$ cat src/rtl/dmem_ctrl_pkg.sv
// Shared encodings for the data-memory arbiter: access sizes, memory DM_W codes
// and the sequencer state type.
package dmem_ctrl_pkg;

    localparam logic [1:0] SZ_BYTE = 2'b00;
    localparam logic [1:0] SZ_HALF = 2'b01;
    localparam logic [1:0] SZ_WORD = 2'b10;
    localparam logic [1:0] SZ_RSVD = 2'b11;

    localparam logic [1:0] DMW_READ = 2'b00;
    localparam logic [1:0] DMW_WORD = 2'b01;
    localparam logic [1:0] DMW_HALF = 2'b10;
    localparam logic [1:0] DMW_BYTE = 2'b11;

    typedef enum logic [1:0] {
        IDLE   = 2'b00,
        ACCESS = 2'b01,
        DONE   = 2'b10
    } state_e;

    // Memory write-strobe code for a store of the given size.
    function automatic logic [1:0] dmw_for_size(input logic [1:0] size);
        case (size)
            SZ_WORD: dmw_for_size = DMW_WORD;
            SZ_HALF: dmw_for_size = DMW_HALF;
            SZ_BYTE: dmw_for_size = DMW_BYTE;
            default: dmw_for_size = DMW_READ;
        endcase
    endfunction

endpackage

$ cat src/rtl/dmem_load_ext.sv
// Sizes raw memory read data to byte/half/word and applies sign or zero extension.
module dmem_load_ext
    import dmem_ctrl_pkg::*;
(
    input  logic [1:0]  size_i,
    input  logic        sign_i,
    input  logic [31:0] raw_i,
    output logic [31:0] data_o
);

    always_comb begin
        data_o = raw_i;
        case (size_i)
            SZ_BYTE: data_o = {{24{sign_i & raw_i[7]}}, raw_i[7:0]};
            SZ_HALF: data_o = {{16{sign_i & raw_i[15]}}, raw_i[15:0]};
            default: data_o = raw_i;
        endcase
    end

endmodule

$ cat src/rtl/dmem_arbiter.sv
// Two-port round-robin arbiter and IDLE/ACCESS/DONE sequencer in front of the
// byte-addressed data memory; every output is a register.
module dmem_arbiter
    import dmem_ctrl_pkg::*;
#(
    parameter int unsigned ADDR_W = 8
) (
    input  logic              clk_i,
    input  logic              rst_ni,

    input  logic              r0_req_i,
    input  logic              r0_we_i,
    input  logic [1:0]        r0_size_i,
    input  logic              r0_sign_i,
    input  logic [ADDR_W-1:0] r0_addr_i,
    input  logic [31:0]       r0_wdata_i,
    output logic              r0_gnt_o,
    output logic              r0_done_o,
    output logic              r0_err_o,
    output logic [31:0]       r0_rdata_o,

    input  logic              r1_req_i,
    input  logic              r1_we_i,
    input  logic [1:0]        r1_size_i,
    input  logic              r1_sign_i,
    input  logic [ADDR_W-1:0] r1_addr_i,
    input  logic [31:0]       r1_wdata_i,
    output logic              r1_gnt_o,
    output logic              r1_done_o,
    output logic              r1_err_o,
    output logic [31:0]       r1_rdata_o,

    output logic [ADDR_W-1:0] mem_addr_o,
    output logic [31:0]       mem_wdata_o,
    output logic [1:0]        mem_dm_w_o,
    input  logic [31:0]       mem_rdata_i
);

    localparam logic [ADDR_W-1:0] ADDR_TOP = '1;
    localparam logic [ADDR_W-1:0] WORD_MAX = ADDR_TOP - ADDR_W'(3);

    state_e            state_q;
    logic              ptr_q;
    logic              win_q;
    logic              we_q;
    logic [1:0]        size_q;
    logic              sign_q;
    logic              err_q;
    logic [1:0]        gnt_q;
    logic [1:0]        done_q;
    logic [1:0]        perr_q;
    logic [31:0]       r0_rdata_q;
    logic [31:0]       r1_rdata_q;
    logic [ADDR_W-1:0] mem_addr_q;
    logic [31:0]       mem_wdata_q;
    logic [1:0]        mem_dm_w_q;

    logic              pick1;
    logic              sel_we;
    logic [1:0]        sel_size;
    logic              sel_sign;
    logic [ADDR_W-1:0] sel_addr;
    logic [31:0]       sel_wdata;
    logic              sel_err;
    logic [31:0]       ext_data;

    // On a tie the port that was not granted last wins; ptr_q holds the last winner.
    always_comb begin
        if (r0_req_i && r1_req_i) begin
            pick1 = ~ptr_q;
        end else begin
            pick1 = r1_req_i;
        end
        sel_we    = pick1 ? r1_we_i    : r0_we_i;
        sel_size  = pick1 ? r1_size_i  : r0_size_i;
        sel_sign  = pick1 ? r1_sign_i  : r0_sign_i;
        sel_addr  = pick1 ? r1_addr_i  : r0_addr_i;
        sel_wdata = pick1 ? r1_wdata_i : r0_wdata_i;
        sel_err   = (sel_size == SZ_RSVD) ||
                    ((sel_size == SZ_WORD) && (sel_addr > WORD_MAX)) ||
                    ((sel_size == SZ_HALF) && (sel_addr == ADDR_TOP));
    end

    dmem_load_ext u_load_ext (
        .size_i (size_q),
        .sign_i (sign_q),
        .raw_i  (mem_rdata_i),
        .data_o (ext_data)
    );

    always_ff @(posedge clk_i or negedge rst_ni) begin
        if (!rst_ni) begin
            state_q     <= IDLE;
            ptr_q       <= 1'b1;
            win_q       <= 1'b0;
            we_q        <= 1'b0;
            size_q      <= SZ_BYTE;
            sign_q      <= 1'b0;
            err_q       <= 1'b0;
            gnt_q       <= 2'b00;
            done_q      <= 2'b00;
            perr_q      <= 2'b00;
            r0_rdata_q  <= '0;
            r1_rdata_q  <= '0;
            mem_addr_q  <= '0;
            mem_wdata_q <= '0;
            mem_dm_w_q  <= DMW_READ;
        end else begin
            case (state_q)
                IDLE: begin
                    if (r0_req_i || r1_req_i) begin
                        ptr_q       <= pick1;
                        win_q       <= pick1;
                        we_q        <= sel_we;
                        size_q      <= sel_size;
                        sign_q      <= sel_sign;
                        err_q       <= sel_err;
                        gnt_q       <= {pick1, ~pick1};
                        mem_addr_q  <= sel_addr;
                        mem_wdata_q <= sel_we ? sel_wdata : '0;
                        // A rejected store still spends ACCESS, but with no strobe.
                        mem_dm_w_q  <= (sel_we && !sel_err) ? dmw_for_size(sel_size)
                                                            : DMW_READ;
                        state_q     <= ACCESS;
                    end
                end
                ACCESS: begin
                    gnt_q       <= 2'b00;
                    mem_addr_q  <= '0;
                    mem_wdata_q <= '0;
                    mem_dm_w_q  <= DMW_READ;
                    done_q      <= {win_q, ~win_q};
                    perr_q      <= {win_q & err_q, ~win_q & err_q};
                    if (win_q) begin
                        r1_rdata_q <= (err_q || we_q) ? '0 : ext_data;
                    end else begin
                        r0_rdata_q <= (err_q || we_q) ? '0 : ext_data;
                    end
                    state_q     <= DONE;
                end
                DONE: begin
                    done_q     <= 2'b00;
                    perr_q     <= 2'b00;
                    r0_rdata_q <= '0;
                    r1_rdata_q <= '0;
                    state_q    <= IDLE;
                end
                default: state_q <= IDLE;
            endcase
        end
    end

    assign r0_gnt_o    = gnt_q[0];
    assign r1_gnt_o    = gnt_q[1];
    assign r0_done_o   = done_q[0];
    assign r1_done_o   = done_q[1];
    assign r0_err_o    = perr_q[0];
    assign r1_err_o    = perr_q[1];
    assign r0_rdata_o  = r0_rdata_q;
    assign r1_rdata_o  = r1_rdata_q;
    assign mem_addr_o  = mem_addr_q;
    assign mem_wdata_o = mem_wdata_q;
    assign mem_dm_w_o  = mem_dm_w_q;

endmodule

$ cat config.mk
export PLATFORM = sky130hd
export DESIGN_NAME = dmem_arbiter
export DESIGN_NICKNAME = d
export VERILOG_FILES = /design/src/rtl/dmem_ctrl_pkg.sv /design/src/rtl/dmem_load_ext.sv /design/src/rtl/dmem_arbiter.sv
export SDC_FILE = /design/constraint.sdc
export NUM_CORES = 1
export LEC_CHECK = 0
export BUFFER_PORTS_ARGS = -buffer_cell sky130_fd_sc_hd__buf_2
export CAP_MARGIN = 10
export CORE_MARGIN = 4
export CORE_UTILIZATION = 29
export CTS_BUF_LIST = sky130_fd_sc_hd__clkbuf_4 sky130_fd_sc_hd__clkbuf_8
export DETAILED_ROUTE_END_ITERATION = 10
export PLACE_DENSITY = 0.63
export SLEW_MARGIN = 10
export SYNTH_ARGS = -nofsm -noshare
export SYNTH_HDL_FRONTEND = slang
export SYNTH_SLANG_ARGS = --single-unit
$ cat constraint.sdc
create_clock -name clk_i -period 5.2 [get_ports clk_i]
set_input_delay 0.78 -clock clk_i [delete_from_list [all_inputs] [get_ports clk_i]]
set_output_delay 0.78 -clock clk_i [all_outputs]
set_load 0.02 [all_outputs]
# Word-level counts from Yosys, hierarchy flattened
# Index checks and enable logic that the tools add are counted.
# W data, S select, Z words.
# classes
addsub	0
multipliers	0
div	0
magnitude_cmp	1
n_eq_ne	10
n_shift	0
mux	27
n_bitwise	7
n_reduce_logical	18
# ops
cell	n
$pmux W32 S2	4
$mux W32	6
$pmux W2 S2	5
$mux W8	2
$pmux W8 S2	1
$mux W2	5
$eq A8 B8 Y1 const B	1
$gt A8 B8 Y1 const B	1
$reduce_and A2 Y1	4
$eq A2 B1 Y1 const B	3
$eq A2 B2 Y1 const B	3
$logic_not A2 Y1	3
$ne A2 B2 Y1 const B	3
$pmux W2 S3	1
$and A1 B1 Y1	4
$logic_and A1 B1 Y1	4
$logic_or A1 B1 Y1	4
$reduce_bool A2 Y1	2
$mux W1	3
$not A1 Y1	3
$logic_not A1 Y1	1
# word_totals
reg_bits	121
latch_bits	0
mem_bits_rw	0
rom_bits	0
in_bits	124
output_inout_bits	112
word_cells	78
n_memories	0

# Logic depth before layout (Yosys ltp)
# Gate-level depths: netlist (run 1).
# depth
word_depth	12
depth_mapped	9
mapped_depth_nobuf	6

# By module
# Synthesis (run 1) repeated with hierarchy kept, for this count alone.
# hier_totals
hier_cells	432
area_unflattened_um2	5539.1
# by_module_without_submodules
module	n_inst	cells_each	area_each_um2	seq_area_each_um2
dmem_arbiter	1	366	5153.7	3029.2
dmem_load_ext	1	66	385.4	0.0

# Worst setup path before layout (run 1)
# Ideal clock, no wire load.
# synth_path
path_type	input port to flip-flop
from	in r1_req_i
to	reg mem_wdata_q[11], in the netlist mem_wdata_o[11]
setup_ns	0.078
t_arrival_ns	1.799
t_required_ns	5.122
path_slack_ns	3.323
path_stages	5
path_buffers	1
path_cell_list	nor2_1 -> nand2_1 -> o21ai_1 -> clkbuf_1 -> o2bb2ai_1
# synth_via
elab_chain_len	6
elab_cells_between_ends	10
classes_between	eq/ne (1); mux (6); reduce/logical (3)
# synth_rtl
element	line_no	text
start: declaration	dmem_arbiter.sv:22	input logic r1_req_i,
$logic_and A1 B1 Y1	dmem_arbiter.sv:69	if (r0_req_i && r1_req_i) begin
$mux W1	dmem_arbiter.sv:69	
$mux W32 or $mux W1 (tied branches)	dmem_arbiter.sv:78, dmem_arbiter.sv:74	
$mux W32	dmem_arbiter.sv:120	mem_wdata_q <= sel_we ? sel_wdata : '0;
$mux W32	dmem_arbiter.sv:111	if (r0_req_i || r1_req_i) begin
$pmux W32 S2	dmem_arbiter.sv:109	case (state_q)
end signal: assignment	dmem_arbiter.sv:120	
end: declaration	dmem_arbiter.sv:55	logic [31:0] mem_wdata_q;
# Parallel ways exist; a longest one is shown, timed or not. The select of a mux whose other input is x is not followed.
# A chain may end at the register's enable or synchronous reset.

# Worst setup path after layout (run 1)
# layout_path
from	reg state_q[1]
to	reg mem_wdata_q[17], in the netlist mem_wdata_o[17]
# layout_via
elab_chain_len	3
elab_cells_between_ends	6
classes_between	eq/ne (2); mux (1); reduce/logical (3)
# layout_rtl
element	line_no	text
start: declaration	dmem_arbiter.sv:42	state_e state_q;
start signal: assignment	dmem_arbiter.sv:93	state_q <= IDLE;
start signal: assignment	dmem_arbiter.sv:124	state_q <= ACCESS;
start signal: assignment	dmem_arbiter.sv:139	state_q <= DONE;
$eq A2 B1 Y1 or $logic_not A2 Y1 (tied branches)	dmem_arbiter.sv:109	
$reduce_bool A2 Y1 (no source line) or $ne A2 B2 Y1 (tied branches)	-	
$reduce_and A2 Y1 (no source line)	-	
# Parallel ways exist; a longest one is shown, timed or not.

==> impl_metrics.json, run 1 <==
{
  "run_status": "complete, no violations",
  "ioPinCount": 236,
  "rsz0062_at_grt": "false",
  "route.detailed.wl_per_inst_um": 16.2,
  "hold_viol_final": 0,
  "synth_xor_xnor_area_share_pct": 0,
  "power_report.internal_total_mw": 2.51,
  "drt_iter0_markers": 114,
  "grt_max_degree": 122,
  "placedInstanceArea_mm2": 0.00677,
  "timing.reg2reg.setup_slack_ns": 2.70,
  "post-route-period-util_pct": 48.1,
  "synth_async_sr_flop_share_pct": 100,
  "irDropWorstVdd_uv": 255,
  "htree_levels": 4,
  "setup_tns_ns": 0,
  "postSynthRegisterBits": 121,
  "die_area_mm2": 0.0208,
  "clock_skew_ns": 0.00904,
  "vias_in_the_first_global_route": 4560,
  "synthMuxAreaShare_pct": 9.00,
  "clock_tree.root_cell": "clkbuf_8",
  "grt_total_ovfl": 0,
  "drive_above_1_share_pct": 41.0,
  "detailroute.via_count": 4430,
  "synth.area.top_cells": "dfrtp_1 (56%), mux2i_1 (8.6%), nand2_1 (6.0%), o2bb2ai_1 (5.2%), o21ai_0 (4.5%)",
  "net-switching-power_mw": 1.87,
  "die_ht_um": 144,
  "numCtsBuffers": 17,
  "power_density_mw_per_mm2": 606,
  "endpoint_type_of_the_worst_setup_path": "flip-flop",
  "grt_use_met3_pct": 4.79,
  "clock_sink_count": 121,
  "antennaDiodeCount": 0,
  "drtPass1Iterations": 4,
  "final.min_clock_period_ns": 2.50,
  "total_of_endpoints_with_negative_setup_slack_in_the_final_report": 0,
  "core_region_area_mm2": 0.0181,
  "timing.rr.start": "state_q[1]",
  "clkSlewWorstSetupHoldPaths_ns": 0.07,
  "place.detailed.instances": 916,
  "crit_arrival_ns": 2.81,
  "worst_pin_slew_ns": 0.875,
  "cts_tree": "done",
  "crit_chain": "inv_1, ha_1, nand2b_1, or2_1, buf_4, o2bb2ai_1",
  "mappedNetlistArea_mm2": 0.00537,
  "worstSkewPairLatency_ns": 0.43,
  "synth.distinct_cells": 36,
  "synth_flop_cell": "dfrtp_1",
  "power.switching_fraction_pct": 42.6,
  "syn2layout_area_growth_pct": 34.7,
  "largest_family_of_logic_cells_by_synthesized_area": "compound AO/OA/AOI/OAI gates",
  "timing.critical_path.slowest_cell_delay_ns": 0.47,
  "synth_enable_flop_cells": 0,
  "vias_per_cell": 4.67,
  "cts_setup_buffers": 0,
  "cpLargestDelayFamily": "simple AND/OR/NAND/NOR gates",
  "initial_utilization_pct": 29.7,
  "yosysWarningCount": 0,
  "busiest_layer": "met2",
  "place.port_buffers": 235,
  "setup_ws_ns": 2.70,
  "grt_use_met1_pct": 19.1,
  "ff_latch_area_mm2": 0.00303,
  "fillerInstances": 1768,
  "synthDominantCellAreaShare_pct": 55.9,
  "critical_path.n_buffers_inverters": 2,
  "stdcell_count": 948,
  "synth_fp_nets": 608,
  "cts_resized": 0,
  "synth_simple_gate_area_share_pct": 9.86,
  "final_net_count": 833,
  "critical_path.slowest_cell": "nand2b_1",
  "floorplan.rows": 49,
  "cp-start-kind": "flip-flop",
  "detail_route.drc_violations": 0,
  "timing.critical_path.fanout_max": 21,
  "cell_type_contributing_the_most_total_cell_area_after_synthesis": "dfrtp_1",
  "drv_cap": 0,
  "crit_type": "reg -> reg",
  "gr-usage-all-layers_pct": 14.7,
  "cts-root-to-sink-buffers": 2,
  "fmax_mhz": 400,
  "power_frac_seq_pct": 34.8,
  "final_design_instance_area_without_fill_mm2": 0.00723,
  "worst_r2r_path_depth": 6,
  "globalplace.congestion": 0.765,
  "grt_first_pass_wirelength_um": 23800,
  "clock_power_share_pct": 22.7,
  "min_path_type": "in -> async",
  "synth_fa_ha_area_share_pct": 0.699,
  "netlist_instances": 481,
  "global_route.usage.met2_pct": 23.4,
  "postSynthAreaPerCell_um2": 11.2,
  "critical_path_required_ns": 5.51,
  "antenna_left": 0,
  "dp_slack_ns": 2.58,
  "detailed_route_wl_um": 15300,
  "multi_input_area_mm2": 0.00218,
  "share_of_total_power_in_combinational_logic_pct": 42.5,
  "floorplan.die.width_um": 144,
  "hpwlAfterDp_um": 11000,
  "leakage_power_of_the_design_nw": 3.64,
  "yosysSeqAreaShare_pct": 56.4,
  "timing.final.max_slew_violations": 0,
  "maxSlewHeadroom_pct": 41.7,
  "hold_bufs_at_cts": 0,
  "antenna_found_initial": 0,
  "synth_compound_area_share_pct": 20.4,
  "worst_r2r_endpoint": "mem_wdata_o[17]"
}
==> worst max path at each step <==
stage                     slack (ns)       start  depth (start not counted)               to
after floorplan                 3.32    r1_req_i                          5  mem_wdata_o[11]
after global placement          2.63    r0_req_i                          6  mem_wdata_o[13]
after detailed placement        2.58    r0_req_i                          6  mem_wdata_o[12]
after CTS                       2.68  state_q[1]                          6  mem_wdata_o[17]
after global routing            2.52  state_q[1]                          6  mem_wdata_o[17]
final                           2.70  state_q[1]                          6  mem_wdata_o[17]
==> power groups by stage <==
stage	sequential, mW	combinational, mW	clock, mW
after floorplan	1.84	0.917	0
after global placement	1.54	1.88	0
after detailed placement	1.54	1.90	0
after CTS	1.53	1.90	1.02
after global routing	1.57	2.06	1.07
final	1.52	1.86	0.993
==> logic make-up (layout without fill, tap and decap cells) <==
group / Yosys count / in the layout
and+or+nand+nor: 121 / 121
muxes: 48 / 48
buffers and inverters: 41 / 279
adders and majority gates: 3 / 3
DFF: 121 / 121
AOI/OAI and AO/OA: 147 / 147
==> state kept, by name, summed over array words and instances (netlist names) <==
register and cells:
state_q 2, err_q 1, ptr_q 1, mem_addr_o 8, mem_dm_w_o 2, win_q 1, perr_q 2, r0_rdata_o 32
sign_q 1, done_q 2, r1_rdata_o 32, size_q 2, mem_wdata_o 32, gnt_q 2, we_q 1
==> cell type report <==
class,count,area share (%)
clock buffer,20,3.72
sequential,121,41.9
inverter,4,0.208
multi-input combinational,319,30.2
clock inverter,12,2.72
timing repair buffer,243,17.3
tap,229,3.96
==> cell usage in the layout, fill, tap and decap left out, drive strengths merged, types with 2 or more instances in the layout <==
master and n:
a21boi 2, a21oi 3, a31oi 2, a32o 2, buf 243, bufinv 5, clkbuf 20, clkinv 4
clkinvlp 3, dfrtp 120, ha 3, inv 4, mux2 2, mux2i 46, nand2 86, nand2b 2
nand3 2, nand4 2, nor2 5, nor2b 17, nor3 3, o21a 9, o21ai 52, o2bb2ai 42
o31ai 32, or2 2
==> per-layer routing <==
layer  share of wire (%)  wire length (um)  vias up
met5                   0                 0        -
met4                 1.5               224        0
met1                  45              6880     2052
li1                    -                 -     2174
met3                 7.9              1210       15
met2                  46              7020      189
==> metrics by stage <==
stage          utilization [%]  hold slack, ns  power, mW
6_report                  40.0           0.373       4.38
2_1_floorplan                -           0.464       2.76
4_1_cts                   40.0           0.450       4.45
3_3_place_gp              37.4           0.454       3.42
3_5_place_dp              37.4           0.461       3.44
5_1_grt                   40.0           0.408       4.70
==> cell usage after synthesis, types with 3 or more instances <==
master,n
ha_1,3
a21oi_1,3
buf_2,5
o2bb2ai_1,32
o21ai_1,4
buf_6,3
nor2b_1,17
o2bb2ai_2,10
dfrtp_1,120
nor2_1,5
inv_1,4
mux2i_1,46
buf_4,3
o31ai_1,32
clkbuf_1,26
nand2_1,86
o21ai_0,48
o21a_1,9
==> worst reg2reg max path: stages (launching register included) <==
cell and delay, ns:
dfrtp_1 0.39, inv_1 0.09, ha_1 0.44, nand2b_1 0.47, or2_1 0.46, buf_4 0.38
o2bb2ai_1 0.13
Note: power is estimated with default switching activity, not from simulation.
==> inputs of run 2 (changes only) <==
--- a/config.mk
+++ b/config.mk
@@ -5,13 +5,14 @@
 export SDC_FILE = /design/constraint.sdc
 export NUM_CORES = 1
 export LEC_CHECK = 0
+export ABC_AREA = 1
 export BUFFER_PORTS_ARGS = -buffer_cell sky130_fd_sc_hd__buf_2
 export CAP_MARGIN = 10
 export CORE_MARGIN = 4
 export CORE_UTILIZATION = 29
 export CTS_BUF_LIST = sky130_fd_sc_hd__clkbuf_4 sky130_fd_sc_hd__clkbuf_8
 export DETAILED_ROUTE_END_ITERATION = 10
-export PLACE_DENSITY = 0.63
+export PLACE_DENSITY = 0.65
 export SLEW_MARGIN = 10
 export SYNTH_ARGS = -nofsm -noshare
 export SYNTH_HDL_FRONTEND = slang
==> constraint.sdc (replaced) <==
create_clock -name clk_i -period 2.05 [get_ports clk_i]
set_input_delay 0.3075 -clock clk_i [delete_from_list [all_inputs] [get_ports clk_i]]
set_output_delay 0.3075 -clock clk_i [all_outputs]
set_load 0.02 [all_outputs]
==> impl_metrics.json, run 2 <==
{
  "run_status": "complete, no violations",
  "timing.rr.start": "ptr_q",
  "netlist_top_cells_count": "nand2_1 (239), dfrtp_1 (120), o21ai_0 (52)",
  "worst_pin_slew_ns": 0.747,
  "irDropWorstVdd_uv": 649,
  "mappedNetlistArea_mm2": 0.00536,
  "vias_per_cell": 4.47,
  "hp-start": "r0_wdata_i[10]",
  "final_common_cell": "nand2_1",
  "grt_total_ovfl": 0,
  "grt_use_met1_pct": 20.8,
  "clock_tree.root_cell": "clkbuf_8",
  "dp_slack_ns": 0.213,
  "critical_path_required_ns": 2.36,
  "detailed_route_wl_um": 16600,
  "share_of_total_power_in_combinational_logic_pct": 47.5,
  "final_core_utilization_pct": 40.0,
  "initial_utilization_pct": 29.7,
  "timing.critical_path.fanout_max": 15,
  "numCtsBuffers": 17,
  "net-switching-power_mw": 5.08,
  "route.detailed.wl_per_inst_um": 15.1,
  "power.switching_fraction_pct": 45.1,
  "endpoint_type_of_the_worst_setup_path": "flip-flop",
  "ioPinCount": 236,
  "global_route.usage.met2_pct": 24.8,
  "worst_r2r_endpoint": "err_q",
  "grt_first_pass_wirelength_um": 25300,
  "post-route-period-util_pct": 89.1,
  "crit_type": "reg -> reg",
  "total_of_endpoints_with_negative_setup_slack_in_the_final_report": 0,
  "antenna_found_initial": 0,
  "leakage_power_of_the_design_nw": 4.14,
  "worst_hold_path.num_cells": 3,
  "cts-root-to-sink-buffers": 2,
  "layout_common_cells": "nand2_1 (239), buf_2 (234), dfrtp_1 (120), o21ai_0 (52), nor2_1 (40)",
  "postSynthRegisterBits": 121,
  "antenna_left": 0,
  "synth.area.top_cells": "dfrtp_1 (56%), nand2_1 (17%), mux2i_1 (6.0%), o21ai_0 (4.9%), o21ai_1 (3.2%)",
  "timing.reg2reg.setup_slack_ns": 0.22,
  "cts_setup_buffers": 0,
  "core_region_area_mm2": 0.0181,
  "worst_hold_path.endpoint": "mem_wdata_o[10]",
  "detail_route.drc_violations": 0,
  "synth_flop_cell": "dfrtp_1",
  "floorplan.rows": 49,
  "floorplan.die.width_um": 144,
  "synth.distinct_cells": 28,
  "grt_use_met3_pct": 5.13,
  "antennaDiodeCount": 0,
  "power_report.internal_total_mw": 6.18,
  "yosysSeqAreaShare_pct": 56.5,
  "setup_tns_ns": 0,
  "setup_ws_ns": 0.222,
  "hpwlAfterDp_um": 12000,
  "synth_enable_flop_cells": 0,
  "rsz0062_at_grt": "false",
  "clock_skew_ns": 0.0111,
  "cell_type_contributing_the_most_total_cell_area_after_synthesis": "dfrtp_1",
  "worstSkewPairLatency_ns": 0.43,
  "final.min_clock_period_ns": 1.83,
  "place.port_buffers": 235,
  "htree_levels": 4,
  "finalHoldWorstSlack_ns": 0.152,
  "die_area_mm2": 0.0207,
  "clock_power_share_pct": 18.8,
  "grt_max_degree": 122,
  "synth_fp_nets": 741,
  "synth_most_common_cell": "nand2_1",
  "busiest_layer": "met2",
  "drive_above_1_share_pct": 34.5,
  "cp-start-kind": "flip-flop",
  "clock_sink_count": 121,
  "detailroute.via_count": 4898,
  "die_ht_um": 144,
  "maxSlewHeadroom_pct": 50.2,
  "power_frac_seq_pct": 33.6,
  "crit_arrival_ns": 2.14,
  "clkSlewWorstSetupHoldPaths_ns": 0.07,
  "power_density_mw_per_mm2": 1560,
  "drtPass1Iterations": 4,
  "fmax_mhz": 547,
  "hold_viol_final": 0,
  "yosysWarningCount": 0,
  "gr-usage-all-layers_pct": 15.8,
  "min_path_type": "in -> reg",
  "synthDominantCellAreaShare_pct": 56.0,
  "globalplace.congestion": 0.838,
  "synth_async_sr_flop_share_pct": 100,
  "final_net_count": 981,
  "syn2layout_area_growth_pct": 34.9,
  "drv_cap": 0,
  "worst_r2r_path_depth": 10,
  "vias_in_the_first_global_route": 4757,
  "netlist_instances": 614,
  "postSynthAreaPerCell_um2": 8.73,
  "cts_tree": "done",
  "timing.final.max_slew_violations": 0,
  "drt_iter0_markers": 192
}
[run 2: changes by cell type in the layout (fill, tap and decap cells not counted), moves of 16 or more]
cell,previous run,this run
nor2b_1,17,0
nand2_1,86,239
nand3_1,2,18
o2bb2ai_1,32,0
nor2_1,5,40
o21ai_1,1,34
o31ai_1,32,0
[run 2: worst max-delay path by stage]
stage / from / to / slack (ns) / depth (start not counted)
after floorplan: state_q[1] / r0_rdata_o[12] / 0.44 / 10
after global placement: r0_req_i / err_q / 0.27 / 10
after detailed placement: ptr_q / mem_wdata_o[0] / 0.21 / 8
after CTS: ptr_q / mem_wdata_o[0] / 0.22 / 8
after global routing: ptr_q / mem_wdata_o[31] / 0.03 / 8
final: ptr_q / err_q / 0.22 / 10
[run 2: timing repair]
item	in CTS	in global routing
resized for setup	0	1
hold endpoints to repair	49	0
hold buffers	1	0
setup endpoints to repair	0	1
[run 2: kinds of logic after synthesis]
family                   after synthesis  share of synthesized area (%)
adder cells (fa/ha/maj)                3                          0.700
flip-flops                           121                           56.5
buffers and inverters                 54                           4.92
AND/OR/NAND/NOR                      308                           22.6
AO/OA/AOI/OAI                         96                           9.33
multiplexers                          32                           5.97
[run 2: per-layer routing]
| metal | wire length [um] | vias to the layer above |
|---|---|---|
| li1 | - | 2453 |
| met1 | 7450 | 2216 |
| met2 | 7430 | 212 |
| met3 | 1450 | 17 |
| met4 | 246 | 0 |
| met5 | 0 | - |
[run 2: power groups by stage]
stage,Sequential (mW),Combinational [mW],Clock [mW]
after CTS,3.79,5.46,2.19
after floorplan,4.71,2.47,0
after global routing,3.89,5.97,2.29
after detailed placement,3.81,5.46,0
after global placement,3.83,5.35,0
final,3.78,5.35,2.12
[run 2: cell type report]
type | count | area, um^2
clock buffers | 23 | 292
clock inverters | 9 | 97.6
fillers | 1829 | 10900
inverters | 23 | 86.3
multi-input cells | 439 | 2070
flip-flops and latches | 121 | 3030
well taps | 229 | 287
repair buffers | 252 | 1380
[run 2: worst max-delay path, stage by stage, from the launching register on]
cell and delay, ns:
dfstp_2 0.55, nand2_2 0.12, nand2_2 0.12, buf_4 0.22, nand2_1 0.06, o21ai_0 0.19
nor2_1 0.10, nand3_1 0.13, nand3_1 0.10, nand2_1 0.08, nand2_1 0.05
[run 2: through the flow]
stage                     area (um^2)  power, mW  std cells
final                            7240       11.3       1096
after global routing             7240       12.2       1096
after CTS                        7230       11.4       1096
after detailed placement         6830       9.27       1063
after global placement           6830       9.18       1063
after floorplan                  5360       7.18        614
==> inputs of run 3 (changes only) <==
--- a/config.mk
+++ b/config.mk
@@ -5,7 +5,7 @@
 export SDC_FILE = /design/constraint.sdc
 export NUM_CORES = 1
 export LEC_CHECK = 0
-export ABC_AREA = 1
+export ABC_CLOCK_PERIOD_IN_PS = 2050
 export BUFFER_PORTS_ARGS = -buffer_cell sky130_fd_sc_hd__buf_2
 export CAP_MARGIN = 10
 export CORE_MARGIN = 4
==> impl_metrics.json, run 3 (same netlist as run 1, synthesis figures left out) <==
{
  "run_status": "complete, no violations",
  "initial_utilization_pct": 29.7,
  "vias_in_the_first_global_route": 4656,
  "layout_common_cells": "buf_2 (234), dfrtp_1 (120), nand2_1 (86), o21ai_0 (48), mux2i_1 (45)",
  "maxSlewHeadroom_pct": 52.6,
  "hold_viol_final": 0,
  "crit_arrival_ns": 2.17,
  "core_region_area_mm2": 0.0181,
  "antenna_found_initial": 0,
  "worst_pin_slew_ns": 0.706,
  "endpoint_type_of_the_worst_setup_path": "flip-flop",
  "final.min_clock_period_ns": 1.87,
  "antenna_left": 0,
  "numCtsBuffers": 17,
  "floorplan.die.width_um": 144,
  "grt_total_ovfl": 0,
  "irDropWorstVdd_uv": 817,
  "syn2layout_area_growth_pct": 36.9,
  "detailed_route_wl_um": 16000,
  "timing.critical_path.fanout_max": 32,
  "cp-start-kind": "flip-flop",
  "cts_setup_buffers": 0,
  "leakage_power_of_the_design_nw": 3.71,
  "rsz0062_at_grt": "false",
  "die_ht_um": 144,
  "htree_levels": 4,
  "detailroute.via_count": 4542,
  "cts-root-to-sink-buffers": 2,
  "critical_path.n_buffers_inverters": 2,
  "drv_cap": 0,
  "critical_path_required_ns": 2.35,
  "cpLargestDelayFamily": "buffers and inverters",
  "drtPass1Iterations": 6,
  "post-route-period-util_pct": 91.3,
  "min_path_type": "in -> reg",
  "grt_max_degree": 78,
  "gr-usage-all-layers_pct": 15.6,
  "total_of_endpoints_with_negative_setup_slack_in_the_final_report": 0,
  "setup_tns_ns": 0,
  "ioPinCount": 236,
  "final_design_instance_area_without_fill_mm2": 0.00735,
  "floorplan.rows": 49,
  "final_net_count": 842,
  "vias_per_cell": 4.75,
  "power_density_mw_per_mm2": 1530,
  "worstSkewPairLatency_ns": 0.43,
  "clkSlewWorstSetupHoldPaths_ns": 0.08,
  "drive_above_1_share_pct": 41.6,
  "clock_sink_count": 121,
  "cts_tree": "done",
  "place.port_buffers": 235,
  "final_common_cell": "buf_2",
  "antennaDiodeCount": 0,
  "timing.critical_path.slowest_cell_delay_ns": 0.45,
  "crit_chain": "inv_1, ha_1, nand2b_1, or2_1, buf_4, o2bb2ai_1",
  "crit_type": "reg -> reg",
  "die_area_mm2": 0.0208,
  "critical_path.slowest_cell": "ha_1",
  "hpwlAfterDp_um": 11600,
  "grt_first_pass_wirelength_um": 24900,
  "route.detailed.wl_per_inst_um": 16.8,
  "timing.final.max_slew_violations": 0,
  "drt_iter0_markers": 135,
  "fmax_mhz": 534,
  "clock_skew_ns": 0.0107,
  "globalplace.congestion": 0.790,
  "detail_route.drc_violations": 0,
  "clock_tree.root_cell": "clkbuf_8",
  "placedInstanceArea_mm2": 0.00690
}
[run 3: changes by cell type in the layout (fill, tap and decap cells not counted), moves of 16 or more]
| cell | before | now |
|---|---|---|
| o31ai_1 | 0 | 32 |
| nor2_1 | 40 | 5 |
| nand3_1 | 18 | 2 |
| o21ai_1 | 34 | 1 |
| o2bb2ai_1 | 0 | 32 |
| nand2_1 | 239 | 86 |
| nor2b_1 | 0 | 17 |
[run 3: report_power, final]
group | internal, mW | switching (mW) | total, mW
clock | 1.38 | 0.996 | 2.38
sequential | 3.25 | 0.541 | 3.79
combinational | 1.83 | 3.26 | 5.09
[run 3: worst paths after layout]
path                                     from  cells past startpoint  slack (ns)               to
worst max-delay path               state_q[1]                      6        0.18  mem_wdata_o[31]
worst min-delay path                 r0_req_i                      2        0.12            ptr_q
worst max register to register     state_q[1]                      6        0.18  mem_wdata_o[31]
worst min register to register  r0_rdata_o[6]                      2        0.47    r0_rdata_o[6]
max in group asynchronous              rst_ni                      3        1.18            ptr_q
min in group asynchronous              rst_ni                      3        0.41    r1_rdata_o[2]
[run 3: through the flow]
stage	hold WS (ns)	power, mW	utilization, %	worst slack [ns]	cells
after floorplan	0.0119	6.99	-	0.210	481
after CTS	0.0836	11.4	40.6	0.172	957
after detailed placement	0.325	9.00	38.2	0.186	924
after global placement	0.320	8.95	38.2	0.225	924
final	0.123	11.3	40.6	0.178	957
after global routing	0.0975	12.1	40.6	0.0325	957
[run 3: area by class of cell]
type / count / area [um^2]
Clock buffer: 20 / 263
Clock inverter: 12 / 173
Fill cell: 1784 / 10700
Inverter: 4 / 15.0
Multi-Input combinational cell: 319 / 2180
Sequential cell: 121 / 3030
Tap cell: 229 / 287
Timing Repair Buffer: 252 / 1400
[run 3: per-layer routing]
layer	global-route usage [%]	routed length [um]	vias to the layer above
li1	-	-	2200
met1	20.4	7190	2124
met2	23.7	7090	201
met3	5.89	1480	17
met4	5.35	272	0
met5	0	0	-
[run 3: timing repair]
item,4_1_cts,5_1_grt
hold buffers,1,0
endpoints found under the setup margin,0,0
gates resized for setup,0,0
endpoints found under the hold margin,120,0
